===== src/rtl/npc_predict_unit.sv =====
// Next-PC generator: owns the fetch PC, a direct-mapped BTB with 2-bit
// counters, and EX-stage resolution that flushes and redirects on mispredict.
//
//   state  | meaning
//   S_RUN  | fetching, predicting, resolving and training the BTB
//   S_HALT | PC frozen, no flush, no prediction, no BTB writes; left only by rst
module npc_predict_unit #(
  parameter int              XLEN        = 32,
  parameter logic [XLEN-1:0] RESET_PC    = '0,
  parameter int              BTB_ENTRIES = 8,
  parameter int              ALIGN_BITS  = 2
) (
  input  logic            clk,
  input  logic            rst,
  input  logic            stall,
  input  logic            halt_req,
  input  logic            ex_valid,
  input  logic [2:0]      ex_op,
  input  logic            ex_br_taken,
  input  logic [XLEN-1:0] ex_pc,
  input  logic [XLEN-1:0] ex_imm,
  input  logic [XLEN-1:0] ex_aluout,
  input  logic            ex_pred_taken,
  input  logic [XLEN-1:0] ex_pred_target,
  output logic [XLEN-1:0] pc_if,
  output logic            pred_taken,
  output logic [XLEN-1:0] pred_target,
  output logic            flush,
  output logic            halted
);

  localparam logic [2:0] NPC_PLUS4  = 3'd0;
  localparam logic [2:0] NPC_BRANCH = 3'd1;
  localparam logic [2:0] NPC_JUMP   = 3'd2;
  localparam logic [2:0] NPC_JALR   = 3'd3;

  localparam int IDX  = $clog2(BTB_ENTRIES);
  localparam int TAGW = XLEN - ALIGN_BITS - IDX;
  localparam logic [XLEN-1:0] MASK = ~((XLEN'(1) << ALIGN_BITS) - XLEN'(1));

  typedef enum logic {S_RUN, S_HALT} state_t;

  state_t r_state;
  state_t w_state_next;

  logic [XLEN-1:0]        r_pc;
  logic [BTB_ENTRIES-1:0] r_valid;
  logic [TAGW-1:0]        r_tag    [BTB_ENTRIES];
  logic [XLEN-1:0]        r_target [BTB_ENTRIES];
  logic [1:0]             r_ctr    [BTB_ENTRIES];

  logic            w_act_taken;
  logic [XLEN-1:0] w_act_target;
  logic [XLEN-1:0] w_act_next;
  logic            w_flush;
  logic [IDX-1:0]  w_idx;
  logic [TAGW-1:0] w_tag;
  logic            w_hit;
  logic [IDX-1:0]  w_ex_idx;
  logic [TAGW-1:0] w_ex_tag;
  logic            w_ex_hit;
  logic            w_btb_we;
  logic            w_run;

  assign w_run = (r_state == S_RUN);

  // Resolve the EX instruction's actual direction, target and successor PC.
  always_comb begin
    w_act_taken  = 1'b0;
    w_act_target = '0;
    case (ex_op)
      NPC_BRANCH: begin
        w_act_taken  = ex_br_taken;
        w_act_target = (ex_pc + ex_imm) & MASK;
      end
      NPC_JUMP: begin
        w_act_taken  = 1'b1;
        w_act_target = (ex_pc + ex_imm) & MASK;
      end
      NPC_JALR: begin
        w_act_taken  = 1'b1;
        w_act_target = ex_aluout & MASK;
      end
      default: begin
        w_act_taken  = 1'b0;
        w_act_target = '0;
      end
    endcase
    w_act_next = w_act_taken ? w_act_target : ex_pc + XLEN'(4);
  end

  assign w_flush = ex_valid && w_run &&
                   ((w_act_taken != ex_pred_taken) ||
                    (w_act_taken && (w_act_target != ex_pred_target)));

  // Fetch-side lookup sees the pre-edge contents, so a same-cycle write is invisible.
  assign w_idx = r_pc[ALIGN_BITS+IDX-1:ALIGN_BITS];
  assign w_tag = r_pc[XLEN-1:ALIGN_BITS+IDX];
  assign w_hit = r_valid[w_idx] && (r_tag[w_idx] == w_tag);

  assign w_ex_idx = ex_pc[ALIGN_BITS+IDX-1:ALIGN_BITS];
  assign w_ex_tag = ex_pc[XLEN-1:ALIGN_BITS+IDX];
  assign w_ex_hit = r_valid[w_ex_idx] && (r_tag[w_ex_idx] == w_ex_tag);
  assign w_btb_we = ex_valid && w_run && (ex_op != NPC_PLUS4);

  assign pc_if       = r_pc;
  assign pred_taken  = w_run && w_hit && r_ctr[w_idx][1];
  assign pred_target = w_hit ? r_target[w_idx] : '0;
  assign flush       = w_flush;
  assign halted      = (r_state == S_HALT);

  // State register.
  always_ff @(posedge clk) begin
    if (rst) r_state <= S_RUN;
    else     r_state <= w_state_next;
  end

  // Next state: HALT is sticky; a same-cycle flush still lands its redirect first.
  always_comb begin
    w_state_next = r_state;
    if ((r_state == S_RUN) && halt_req) w_state_next = S_HALT;
  end

  // Fetch PC: halt holds, flush beats stall, stall beats prediction.
  always_ff @(posedge clk) begin
    if (rst)                 r_pc <= RESET_PC;
    else if (!w_run)         r_pc <= r_pc;
    else if (w_flush)        r_pc <= w_act_next;
    else if (stall)          r_pc <= r_pc;
    else if (pred_taken)     r_pc <= pred_target;
    else                     r_pc <= r_pc + XLEN'(4);
  end

  // BTB training from EX; only valid bits need clearing on reset.
  always_ff @(posedge clk) begin
    if (rst) begin
      r_valid <= '0;
    end else if (w_btb_we) begin
      if (w_act_taken) begin
        if (!w_ex_hit) begin
          r_valid[w_ex_idx]  <= 1'b1;
          r_tag[w_ex_idx]    <= w_ex_tag;
          r_target[w_ex_idx] <= w_act_target;
          r_ctr[w_ex_idx]    <= (ex_op == NPC_BRANCH) ? 2'b10 : 2'b11;
        end else begin
          r_target[w_ex_idx] <= w_act_target;
          if (r_ctr[w_ex_idx] != 2'b11) r_ctr[w_ex_idx] <= r_ctr[w_ex_idx] + 2'b01;
        end
      end else if (w_ex_hit) begin
        if (r_ctr[w_ex_idx] != 2'b00) r_ctr[w_ex_idx] <= r_ctr[w_ex_idx] - 2'b01;
      end
    end
  end

endmodule


===== config.mk =====
export PLATFORM = sky130hd
export DESIGN_NAME = npc_predict_unit
export DESIGN_NICKNAME = d
export VERILOG_FILES = /design/src/rtl/npc_predict_unit.sv
export SDC_FILE = /design/constraint.sdc
export NUM_CORES = 1
export LEC_CHECK = 0
export BUFFER_PORTS_ARGS = -buffer_cell sky130_fd_sc_hd__buf_4
export CAP_MARGIN = 20
export CORE_MARGIN = 3
export CORE_UTILIZATION = 55
export CTS_CLUSTER_SIZE = 8
export DETAILED_ROUTE_END_ITERATION = 16
export PLACE_DENSITY = 0.77
export SLEW_MARGIN = 0
export SYNTH_ARGS = -nofsm -noshare
export SYNTH_HDL_FRONTEND = slang
export SYNTH_SLANG_ARGS = --single-unit

===== constraint.sdc =====
create_clock -name clk -period 5 [get_ports clk]
set_clock_uncertainty 0.15 [all_clocks]
set_input_delay 0.75 -clock clk [delete_from_list [all_inputs] [get_ports clk]]
set_output_delay 0.75 -clock clk [all_outputs]
set_load 0.005 [all_outputs]

Word level (Yosys, flattened, before mapping)
Memories as Yosys holds them, arrays and structs flattened. A register that Yosys moved wholly into a read port is not among the register bits.
Cells that the tools add are included.
{"block": "word_totals", "regBits": 41, "ram_bits": 488, "out_inout_bits": 67, "elab_cells": 91, "n_memories": 3}
{"memory": "r_target", "depth": 8, "word_bits": 32, "rd": 1, "rd_ports_with_merged_regs": 1, "write_ports": 1, "line": "49", "source": "logic [XLEN-1:0] r_target [BTB_ENTRIES];"}
{"memory": "r_tag", "depth": 8, "word_bits": 27, "rd": 2, "rd_ports_with_merged_regs": 1, "write_ports": 1, "line": "48", "source": "logic [TAGW-1:0] r_tag [BTB_ENTRIES];"}
{"memory": "r_ctr", "depth": 8, "word_bits": 2, "rd": 2, "rd_ports_with_merged_regs": 1, "write_ports": 1, "line": "50", "source": "logic [1:0] r_ctr [BTB_ENTRIES];"}
{"block": "classes", "addsub": 5, "order_cmp": 3, "n_eq_ne": 9, "n_mux": 45, "n_bitwise": 6, "n_reduce_logical": 17}
{"cell": "$mux W32", "n": 6}
{"cell": "$add A32 B3 Y32 const B", "n": 2}
{"cell": "$pmux W32 S2", "n": 1}
{"cell": "$eq A27 B27 Y1", "n": 2}
{"cell": "$add A32 B32 Y32", "n": 1}
{"cell": "$ne A32 B32 Y1", "n": 1}
{"cell": "$mux W1", "n": 26}
{"cell": "$mux W3", "n": 6}
{"cell": "$logic_and A1 B1 Y1", "n": 10}
{"cell": "$lt A3 B4 Y1 const B", "n": 2}
{"cell": "$or A8 B8 Y8", "n": 1}
{"cell": "$bmux W1 S3", "n": 2}
{"cell": "$eq A3 B2 Y1 const B", "n": 2}
{"cell": "$mux W2", "n": 2}
{"cell": "$reduce_or A2 Y1", "n": 2}
{"cell": "$demux W1 S3", "n": 1}
{"cell": "$eq A3 B1 Y1 const B", "n": 1}
{"cell": "$ge A3 B1 Y1 const B", "n": 1}
{"cell": "$or A1 B1 Y1", "n": 3}
{"cell": "$reduce_and A3 Y1", "n": 1}
{"cell": "$reduce_bool A3 Y1", "n": 1}
{"cell": "$add A2 B1 Y2 const B", "n": 1}
{"cell": "$ne A2 B1 Y1 const B", "n": 1}
{"cell": "$ne A2 B2 Y1 const B", "n": 1}
{"cell": "7 further kinds", "n": 8}

Logic depth before layout (Yosys ltp)
{"block": "logic_depth", "ltp_word": 11, "ltp_mapped": 16, "mapped_depth_nobuf": 12}

Worst setup path after synthesis
Ideal clock, no wire load.
{"block": "synth_timing", "kind": "input to register", "startpoint": "input ex_pc[2]", "endpoint": "memory r_tag[0][0] in the netlist's numbering, enable pin", "setup_ns": 0.447, "t_arrival_ns": 4.652, "required_ns": 4.403, "path_slack_ns": -0.249, "stages": 10, "path_cell_list": "buf_2 > buf_1 > buf_2 > mux2i_1 > o211ai_1 > a222oi_1 > xnor2_1 > nor3_1 > and4b_1 > nor3_1"}
{"block": "synth_between", "elab_chain_cells": 8}
{"element": "from (decl)", "line": "20", "source": "input logic [XLEN-1:0] ex_pc,"}
{"element": "$mem_v2 Z8 W27 or $bmux W1 S3 (tied branches)"}
{"element": "$eq A27 B27 Y1 or $mux W1 (tied branches)", "line": "103", "source": "assign w_ex_hit = r_valid[w_ex_idx] && (r_tag[w_ex_idx] == w_ex_tag);"}
{"element": "$logic_and A1 B1 Y1", "line": "103"}
{"element": "$mux W1", "line": "140", "source": "if (!w_ex_hit) begin"}
{"element": "$mux W1", "line": "139", "source": "if (w_act_taken) begin"}
{"element": "$mux W1", "line": "138", "source": "end else if (w_btb_we) begin"}
{"element": "$mux W1", "line": "136", "source": "if (rst) begin"}
{"element": "$mux W1 (implied by the code)", "line": "142", "source": "r_tag[w_ex_idx] <= w_ex_tag;"}
{"element": "to (decl)", "line": "48"}
Several ways; a longest one is shown, not always the timed one. The select of a mux whose other input is x is not followed.

Final worst setup path
{"block": "layout_timing", "startpoint": "input ex_pc[2]", "endpoint": "output flush"}
{"block": "layout_between", "elab_chain_cells": 6}
{"element": "$add A32 B32 Y32", "line": "74, 78"}
{"element": "$pmux W32 S2", "line": "71", "source": "case (ex_op)"}
{"element": "$ne A32 B32 Y1", "line": "94", "source": "(w_act_taken && (w_act_target != ex_pred_target)));"}
{"element": "$logic_and A1 B1 Y1", "line": "94"}
{"element": "$logic_or A1 B1 Y1", "line": "93", "source": "((w_act_taken != ex_pred_taken) ||"}
{"element": "$logic_and A1 B1 Y1", "line": "92", "source": "assign w_flush = ex_valid && w_run &&"}
{"element": "to (decl)", "line": "28", "source": "output logic flush,"}
Every way passes these cells.

==> results.toml <==
[global_route]
grt_max_degree = 63
antenna_found_initial = 3
grt_pass1_vias = 22696
grt_usage = 0.3910
grt_remaining_overflow = 0
grt_pass1_wl_um = 150500

[worst_setup_path]
path_buf_inv = 5
cp_data_arrival_time_ns = 4.07
cp_common_cell = "buf_4"
start_kind = "input pin"
critPathRequiredTime_ns = 4.10
path_class = "in -> out"
crit_chain = "buf_4, ha_2, nand4_1, buf_4, buf_4, a211oi_1, o21ai_0, nand3_1, xnor2_1, o211ai_1, o2111ai_2, nor3_2, buf_4, and3_4, nor2_2, buf_4"
end_kind = "primary output"
critPathLaunch = "ex_pc[2]"
cp-endpoint = "flush"
cp_slowest_stage_delay_ns = 0.38
worstPathMaxFanout = 5
ff2ff_path_depth = 12
rrSetupSlack_ns = 0.66
cp_num_cells = 16
timing.rr.end = "pc_if[29]"
cp_top_family = "compound AO/OA/AOI/OAI gates"
worst_path_max_delay_cell = "ha_2"

[timing]
hold_ws_ns = 0.2561
fin_crit_sh = 0.9943
fin_ws_ns = 0.02859
grt_setup_unrepaired = "yes"
slew_headroom = 0.3405
min_period_ns = 4.971
tightest_slew_ns = 0.9893
setup-violations-final = 0
drv_slew = 0
hold_viol = 0
timing.fmax_ghz = 0.2012

[floorplan]
ios = 205
dieWidth_um = 230.3
die_height_um = 230.3
rows = 81
die_area_mm2 = 0.05302
core_area_mm2 = 0.04936
initial_utilization = 0.5604

[synth]
synth_seq_cells = 516
yosysTopAreaCell = "edfxtp_1"
synth_cells = 2172
synth.top_cell.area_share = 0.5124
syn_avg_cell_area_um2 = 12.73
synthFlopType = "edfxtp_1"
netlist_area_mm2 = 0.02766
yosysSeqAreaShare = 0.5443
synth_cell_type_count = 91
synth.area.top_cells = "edfxtp_1 51%, mux4_2 10%, dfxtp_1 3.2%"
yosysWarnings = 0
synthArstFlopShare = 0
synth_edf_count = 472

[power]
p_leak_nw = 11.93
p_per_area_mw_per_mm2 = 341.3
worst_ir_drop_vdd_uv = 256.8

[placed_design]
pre_cts_slack_ns = -0.2994
hpwl_um = 73580
dpl_cell_area_mm2 = 0.03179
place.gp.congestion = 1.022
portBuffers = 200
dp.cells = 3180

[layout]
drive_above_1_share = 0.3055
fillers = 3396
mostFrequentLayoutCells = "472 x edfxtp_1, 461 x buf_4, 161 x nand2_1"
fin_nets = 2768
final-instance-count-excl-fill = 3291
fin_area_mm2 = 0.03408
final_common_cell = "edfxtp_1"
syn2layout_area_growth_pct = 23.19

[job]
cap_violations = 0

[cts]
cts_tree = "done"
htree_levels = 3
ctsRootBufferMaster = "clkbuf_16"
clock_latency_ns = 0.61
cts_buffer_depth = 3
cts-hold-fix-buffers = 0
cts.sinks = 516
clk_pin_slew_ns = 0.05
cts_buffers = 74

[routing]
drcViolationCount = 0
via_per_inst = 6.909
via_count = 22736
drt_iter0_markers = 3339
firstDrtPassIters = 6
wl_um = 104000
routedWlPerCell_um = 31.59
antenna_left = 0

[min_path]
hp-class = "in -> reg"

[outcome]
status = "completed"
[repair_timing]
item / 4_1_cts / 5_1_grt
setup buffers: 0 / 2
endpoints found under the setup margin: 7 / 9
pin swaps: 0 / 2
gates resized for setup: 6 / 40
hold endpoints to repair: 0 / 0
[stage by stage]
step | power [mW] | setup TNS, ns | util
2_1_floorplan | 6.053 | 0 | -
4_1_cts | 11.55 | -0.1101 | 0.6863
5_1_grt | 11.93 | -0.1004 | 0.6903
3_3_place_gp | 7.025 | -0.9718 | 0.6440
3_5_place_dp | 7.054 | -1.422 | 0.6441
6_report | 11.63 | 0 | 0.6904
[worst reg2reg max path: cells and delay by family (launching register included)]
family                 cells  cell delay (ns)
AND/OR/NAND/NOR            3             1.00
multiplexers               3             0.78
flip-flops                 1             0.42
buffers and inverters      4             1.55
AO/OA/AOI/OAI              2             0.38
[registers in the layout, indices dropped and copies added (netlist names), named ones only]
signal,count
halted,1
pc_if,32
r_ctr,16
r_tag,216
r_target,240
r_valid,8
[where the power goes]
group	total, mW	internal, mW	switching (mW)
registers	4.90	4.80	0.100
logic	2.19	0.909	1.28
clock network	4.54	2.75	1.79
total	11.6	8.46	3.17
[Yosys cell counts (6+ instances only)]
cell,instances
edfxtp_1,472
nand2_1,162
nor2_1,158
mux4_2,128
a21oi_1,85
mux2i_1,85
xnor2_1,83
o21ai_0,79
a22oi_1,70
clkbuf_1,70
nand3_1,63
inv_1,57
nand4_1,51
xor2_1,51
dfxtp_1,44
buf_2,37
nor3_1,36
ha_1,34
a221oi_1,21
and3_1,21
o22ai_1,19
o211ai_1,18
nor4_1,17
o31ai_1,17
a211oi_1,16
a21o_1,16
o21ai_1,15
a31oi_1,14
buf_1,14
a221oi_2,13
and2_1,10
mux2_2,10
buf_4,9
o21a_1,9
nand4b_1,8
or4_1,8
a21boi_0,6
a22o_1,6
and3b_1,6
nand2b_1,6
o2111ai_1,6
[kinds of logic (layout without fill, tap and decap cells)]
group	after synthesis	in the layout	share of synthesized area
simple gates	586	586	0.1038
flops	516	516	0.5443
compound gates	484	484	0.1244
mux	223	223	0.1391
buf+inv	194	646	0.03058
xor+xnor	134	134	0.04243
fa+ha+maj	34	34	0.01538
other cells	1	4	0.0001356
[layout make-up]
type | count | area [um2] | area share
diodes | 2 | 5.005 | 0.0001469
clock buffers | 100 | 1992 | 0.05846
clock inverters | 5 | 70.07 | 0.002056
inverters | 59 | 221.5 | 0.006499
multi-input cells | 1463 | 12040 | 0.3534
flip-flops and latches | 516 | 15070 | 0.4421
well taps | 664 | 830.8 | 0.02438
repair buffers | 482 | 3849 | 0.1129
[how the worst min path moves through the flow]
stage,startpoint,to,slack (ns),cells after the start
6_report,halt_req,halted,0.26,3
5_1_grt,halt_req,halted,0.26,3
4_1_cts,halt_req,halted,0.24,3
3_5_place_dp,r_valid[6],r_valid[6],0.31,1
3_3_place_gp,r_valid[6],r_valid[6],0.31,1
2_1_floorplan,r_valid[2],r_valid[2],0.29,1
[layer usage]
layer / part of all wire / global-route usage / vias up / routed length, um
li1: - / - / 9421 / -
met1: 0.35 / 0.5080 / 11148 / 36630
met2: 0.46 / 0.6245 / 1817 / 48050
met5: 0.00024 / 0 / - / 25
met4: 0.061 / 0.2001 / 4 / 6291
met3: 0.12 / 0.08412 / 346 / 12970
Power figures use the tool's default switching activity.
